<file path="src/rtl/wb_arbiter.sv">
// Write-back arbiter: merges the single-cycle pipeline result and a 2-entry
// long-latency FIFO onto the register-file write port, with WAW squash and starvation bound.
module wb_arbiter #(
  parameter int XLEN       = 32,
  parameter int AW         = 5,
  parameter int STARVE_MAX = 4
) (
  input  logic            clk,
  input  logic            rst_n,
  input  logic            pipe_valid,
  input  logic [AW-1:0]   pipe_adr,
  input  logic [XLEN-1:0] pipe_data,
  output logic            pipe_stall,
  input  logic            lu_valid,
  output logic            lu_ready,
  input  logic [AW-1:0]   lu_adr,
  input  logic [XLEN-1:0] lu_data,
  output logic            en,
  output logic [AW-1:0]   w_adr,
  output logic [XLEN-1:0] w_data,
  output logic [1:0]      pend_cnt
);

  localparam logic [3:0] STARVE_LIM = 4'(STARVE_MAX);

  typedef struct packed {
    logic [AW-1:0]   adr;
    logic [XLEN-1:0] data;
  } slot_t;

  // Which source, if any, owns the write port this cycle.
  typedef enum logic [1:0] {
    SRC_NONE,
    SRC_PIPE,
    SRC_HEAD,
    SRC_DROP
  } src_e;

  slot_t [1:0] slot_q, slot_n;
  logic  [1:0] live_q, live_n;
  logic  [1:0] cnt_q, cnt_n;
  logic  [3:0] starve_q, starve_n;
  logic        ready_en_q;

  src_e        src;
  logic        pipe_eff;
  logic        head_live;
  logic        force_head;
  logic        pop;
  logic        push;
  logic        push_live;
  logic        push_idx;
  logic  [1:0] squash;

  assign pipe_eff   = pipe_valid && (pipe_adr != '0);
  assign head_live  = (cnt_q != 2'd0) && live_q[0];
  assign force_head = (starve_q == STARVE_LIM) && head_live;
  assign pipe_stall = pipe_eff && force_head;

  assign lu_ready = (cnt_q != 2'd2) && ready_en_q;
  assign pend_cnt = cnt_q;

  // NOTE: every signal driven in always_comb gets a default first so no path leaves it unassigned (no latch).
  always_comb begin
    src      = SRC_NONE;
    starve_n = '0;
    if (force_head) begin
      src = SRC_HEAD;
    end else if (pipe_eff) begin
      src = SRC_PIPE;
      if (cnt_q != 2'd0)
        starve_n = (starve_q == STARVE_LIM) ? starve_q : starve_q + 4'd1;
    end else if (cnt_q != 2'd0) begin
      src = live_q[0] ? SRC_HEAD : SRC_DROP;
    end
  end

  assign pop  = (src == SRC_HEAD) || (src == SRC_DROP);
  assign push = lu_valid && lu_ready && (lu_adr != '0);

  // A younger pipe write to the same register kills older buffered results, including one arriving now.
  assign squash[0] = (src == SRC_PIPE) && (slot_q[0].adr == pipe_adr);
  assign squash[1] = (src == SRC_PIPE) && (slot_q[1].adr == pipe_adr);
  assign push_live = !((src == SRC_PIPE) && (lu_adr == pipe_adr));
  assign push_idx  = (cnt_q == 2'd1) && !pop;

  always_comb begin
    slot_n = slot_q;
    live_n = live_q & ~squash;
    if (pop) begin
      slot_n[0] = slot_q[1];
      live_n[0] = live_q[1] & ~squash[1];
      live_n[1] = 1'b0;
    end
    if (push) begin
      slot_n[push_idx].adr  = lu_adr;
      slot_n[push_idx].data = lu_data;
      live_n[push_idx]      = push_live;
    end
    cnt_n = cnt_q + {1'b0, push} - {1'b0, pop};
  end

  // NOTE: sequential state uses non-blocking assignments and resets asynchronously on rst_n low.
  always_ff @(posedge clk or negedge rst_n) begin
    if (!rst_n) begin
      cnt_q      <= '0;
      live_q     <= '0;
      starve_q   <= '0;
      ready_en_q <= 1'b0;
      en         <= 1'b0;
      w_adr      <= '0;
      w_data     <= '0;
    end else begin
      cnt_q      <= cnt_n;
      live_q     <= live_n;
      starve_q   <= starve_n;
      ready_en_q <= 1'b1;
      en         <= 1'b0;
      case (src)
        SRC_PIPE: begin
          en     <= 1'b1;
          w_adr  <= pipe_adr;
          w_data <= pipe_data;
        end
        SRC_HEAD: begin
          en     <= 1'b1;
          w_adr  <= slot_q[0].adr;
          w_data <= slot_q[0].data;
        end
        default: ;
      endcase
    end
  end

  // NOTE: slot payloads are not reset; cnt_q and live_q alone decide whether a slot means anything.
  always_ff @(posedge clk) begin
    slot_q <= slot_n;
  end

endmodule

</file>
<file path="config.mk">
export PLATFORM = sky130hd
export DESIGN_NAME = wb_arbiter
export DESIGN_NICKNAME = d
export VERILOG_FILES = /design/src/rtl/wb_arbiter.sv
export SDC_FILE = /design/constraint.sdc
export NUM_CORES = 1
export LEC_CHECK = 0
export BUFFER_PORTS_ARGS = -buffer_cell sky130_fd_sc_hd__buf_2
export CAP_MARGIN = 20
export CORE_MARGIN = 1
export CORE_UTILIZATION = 50
export DETAILED_ROUTE_END_ITERATION = 8
export HOLD_SLACK_MARGIN = 0.15
export PLACE_DENSITY_LB_ADDON = 0.08
export RECOVER_POWER = 25
export SYNTH_ARGS = -nofsm -noshare
export SYNTH_HDL_FRONTEND = slang
export SYNTH_SLANG_ARGS = --single-unit
</file>
<file path="constraint.sdc">
create_clock -name clk -period 5.6 [get_ports clk]
set_clock_uncertainty 0.2 [all_clocks]
set_input_delay 0.84 -clock clk [delete_from_list [all_inputs] [get_ports clk]]
set_output_delay 0.84 -clock clk [all_outputs]
set_load 0.01 [all_outputs]
</file>
[Word-level counts from Yosys, hierarchy flattened]
Index checks and enable logic that the tools add are counted.
Cells by class
  add/sub/neg operators: 3
  multipliers: 0
  div/mod/pow operators: 0
  order comparisons: 2
  equal/unequal tests: 10
  shifts and indexed selects: 0
  multiplexer cells: 24
  bitwise logic cells: 4
  reduce and logical (&&, ||, !) cells: 20
Operators with widths (count)
  $bwmux 74: 2
  $mux 37: 3
  $demux 37 s1: 2
  $pmux 32 s2: 1
  $mux 32: 1
  $mux 4: 4
  $eq 5x5->1: 3
  $logic_and 1x1->1: 12
  $mux 2: 5
  $pmux 5 s2: 1
  $reduce_bool 5->1: 2
  $add 4x1->4 const B: 1
  $eq 2x1->1 const B: 2
  $eq 2x2->1 const B: 2
  $eq 4x3->1 const B: 1
  $ne 4x4->1 const B: 1
  $reduce_bool 2->1: 2
  $mux 1: 3
  $add 2x1->2: 1
  $and 2x2->2: 1
  $bwmux 2: 1
  $logic_not 1->1: 2
  $lt 1x2->1 const B: 1
  $ne 2x2->1 const B: 1
  8 further kinds: 8
Storage, ports and cells
  register bits: 121
  bits in latches: 0
  bits in writable memories: 0
  ROM bits: 0
  input bits: 78
  output and inout bits: 42
  logic and storage cells: 74
  memories kept: 0

[Depth between registers and ports, before layout]
  depth after elaboration: 15
  depth in mapped cells: 16
  mapped depth without buffers: 15

[Worst setup path before layout]
OpenSTA, ideal clock, no wires.
  kind: input to register
  from: in pipe_adr[1]
  to: reg slot_q[37] (netlist name), enable pin
  library setup time: 400 ps
  arrival: 3441 ps
  data required time: 5000 ps
  slack: 1559 ps
  cell stages on the path: 7
  path buffers: 0
  path through: or4_1 -> o21ai_2 -> nand2b_2 -> o21ai_0 -> ha_1 -> nor4b_4 -> and3_1
RTL lines
  start, declared: RTL line 11  | input logic [AW-1:0] pipe_adr,
  end signal, assigned: RTL line 137  | slot_q <= slot_n;
  end, declared: RTL line 39  | slot_t [1:0] slot_q, slot_n;

==> key figures <==
Critical path
  • Worst EP arrival: ~4.3 ns
  • WS Path Type: in2reg
  • Reg-to-reg slack, setup: roughly 1.5 ns
  • FF-to-FF Start: pend_cnt[1]
  • Reg2Reg Depth: 14
  • Critical path required time: roughly 5.8 ns
  • Terminus of the critical flop-to-flop path: pend_cnt[1]
  • CP endpoint kind: register
  • Crit-path max FO: 38
  • CP startpoint kind: primary input

Detailed routing
  • Routed Antenna Nets: 0
  • Initial DRC count: roughly 220
  • Met3 WL post-DR: 594 um
  • Via count: around 3700
  • Vias per cell: slightly above 5
  • Met1 wire length: between 4 and 5 mm
  • Residual DRC count: 0
  • Wire length per cell: 14.50 um
  • Top Layer Used: met4
  • Routed wire length on met2: between 5 and 6 mm
  • First-pass DRT Iterations: 4
  • Final Routed Wirelength: roughly 11 mm

Placement
  • PortBufs: around 120
  • GP Congestion: 0.8043
  • Dpl cells: 713
  • Dpl cell area: around 0.0060 mm^2
  • Post-DP HPWL: about 7 mm

Synthesis
  • Syn nets: roughly 560
  • Asr flop ratio synth: 0.3884
  • Synthesized instance count: 478
  • Unique masters post-synth: 39
  • Mapped cell area: around 0.0053 mm^2
  • EDFF count, synth: 37
  • Yosys Warn Count: 0
  • Main synth FF type: dfrtp_1
  • #FFs+latches synth: roughly 120
  • Avg Synthesized Cell Area: 11.13 um^2
  • Sequential area share after synthesis: 0.5693

Power
  • Power per cell area: ~560 mW/mm^2
  • VDD IR-drop max: 0.2426 mV
  • Leak pwr: between 2 and 3 nW

Global routing
  • Vias in the first global route: ~3800
  • Initial antenna violation count: 0
  • First-pass GRT wire length: approximately 18 mm
  • Total gr overflow: 0
  • Largest net degree at the start of global routing: 49
  • Overall Global Routing Usage: 0.2106

Hold path
  • Tightest Hold Check Type: reg2reg
  • Hold_sp: w_data[2]
  • Hold EP: w_data[2]
  • Hold depth: 2

Cells and area
  • Ant. Diodes: 0
  • Nets: ~680
  • Area Overhead vs Synth: 22.72%
  • Area of the multi-input gates: between 0.002 and 0.0025 mm^2
  • Final instance area: between 0.006 and 0.007 mm^2
  • Layout cell share with drive strength beyond 1: 0.2545
  • Final core occ: 0.6323
  • Commonest non-fill, non-tap cell in the layout: buf_2
  • Area occupied by registers: roughly 0.0030 mm^2
  • Most frequent cells in the layout: buf_2, nor2_1, mux2i_1
  • Fill cell count: about 850
  • Fin cells: 745

Floorplanning
  • Ports: 120
  • DIE WIDTH: roughly 110 um
  • DIE HEIGHT: between 100 and 150 um
  • FP Rows: 37
  • Core area: approximately 0.010 mm^2
  • Die Area: between 0.01 and 0.015 mm^2
  • Initial Utilization: 0.5152

STA
  • FMAX: 245.0 MHz
  • Worst Tran Pin Value: roughly 2.6 ns
  • # setup viols final: 0
  • Smallest hold slack: around 0.31 ns
  • Period utilization: 0.7289
  • Final hold violations: 0
  • Total Neg Setup Slack: 0 ns
  • Final Slew Violations: 48
  • Slew headroom: -0.7597
  • Tmin final: 4.082 ns
  • Unrepaired setup endpoints after global routing: false

Run status
  • Failing checks: capacitance limit, slew limit
  • Status: finished with violations

Clock tree
  • CTS sink cnt: around 120
  • CTS buffer count: 17
  • Postcts setup bufs: 0
  • Hold buffer count at cts: 0
  • CTS H-tree depth: 4
  • Root Buffer: clkbuf_8
  • Resize count post-CTS: 0
  • Clock Pin Slew Worst Setup and Hold Paths: about 0.05 ns
  • CTS tree: yes
  • Worst-skew pair later-pin latency: around 0.52 ns
  • Longest Clk Path Bufs: 2

Run
  • Max-Cap Viols: 1
[Yosys cell counts (2+ instances only)]
cell type | instances | area (um^2)
xnor2_1 | 9 | 78.83
inv_2 | 2 | 7.510
dfxtp_1 | 37 | 740.7
edfxtp_1 | 37 | 1111
xor2_1 | 9 | 78.83
nand3_1 | 2 | 10.01
nor2_1 | 78 | 292.8
ha_1 | 7 | 87.58
o21a_1 | 2 | 15.01
and3_1 | 3 | 18.77
a21oi_2 | 3 | 26.28
nor2_2 | 2 | 12.51
nor4_1 | 3 | 18.77
and2_1 | 33 | 206.5
dfrtp_1 | 47 | 1176
mux2i_1 | 74 | 740.7
nand2_1 | 7 | 26.28
buf_2 | 9 | 45.04
nor3_1 | 3 | 15.01
buf_4 | 5 | 37.54
o21ai_0 | 4 | 20.02
a21oi_1 | 73 | 365.4
clkbuf_1 | 11 | 41.29
inv_1 | 3 | 11.26
[sequential cells by signal (all words and copies together) (netlist names)]
| name | flops |
|---|---|
| en | 1 |
| live_q | 2 |
| pend_cnt | 2 |
| ready_en_q | 1 |
| slot_q | 74 |
| starve_q | 4 |
| w_adr | 5 |
| w_data | 32 |
[area by class of cell]
cell class,count,area share
multi-input combinational,326,0.3274
tap,136,0.02607
sequential,121,0.4639
clock buffer,20,0.06671
inverter,5,0.002875
clock inverter,12,0.01572
timing repair buffer,125,0.09737
[power breakdown]
part / switching (mW) / total, mW / internal, mW / leakage, nW
sequential: 0.183 / 1.44 / 1.25 / 1.16
combinational: 0.694 / 1.23 / 0.538 / 1.33
clock: 0.379 / 0.974 / 0.595 / 0.258
total: 1.26 / 3.64 / 2.38 / 2.74
[worst max path at each step]
stage                startpoint           to  slack, ns  cells after the start
floorplan           pipe_adr[1]   slot_q[37]       1.56                      7
global placement    pipe_adr[1]   slot_q[23]       1.23                     12
detailed placement  pipe_adr[1]   slot_q[10]       1.17                     12
CTS                 pend_cnt[1]  pend_cnt[1]       1.55                     14
global route        pipe_adr[1]   slot_q[23]       1.19                     12
finish              pipe_adr[1]   slot_q[23]       1.52                     12
[worst max-delay path: stages]
cell and delay (ns):
clkbuf_1 0.15, or4_1 0.55, o21ai_0 0.26, nand2b_1 0.27
and2b_1 0.19, ha_2 0.21, buf_4 0.54, nor2_2 0.39
inv_2 0.13, buf_4 0.39, mux2i_1 0.23, a21oi_1 0.08
[per-stage QoR]
stage          total power [mW]  setup WS (ns)
5_1_grt                   3.893          1.193
4_1_cts                   3.686          1.546
2_1_floorplan             2.315          1.559
3_5_place_dp              2.699          1.168
3_3_place_gp              2.658          1.229
6_report                  3.641          1.518
[metal layers]
metal | vias up | global-route usage
met5 | - | 0
met2 | 102 | 0.3543
met1 | 1731 | 0.2586
li1 | 1901 | -
met3 | 12 | 0.05926
met4 | 0 | 0.07545
[cell families after synthesis]
group,share of synthesized area
buf+inv,0.02893
other cells,0.0007050
fa+ha+maj,0.01647
xor+xnor,0.02964
simple gates,0.1308
compound gates,0.08492
mux,0.1393
flops,0.5693
Power figures use the tool's default switching activity.
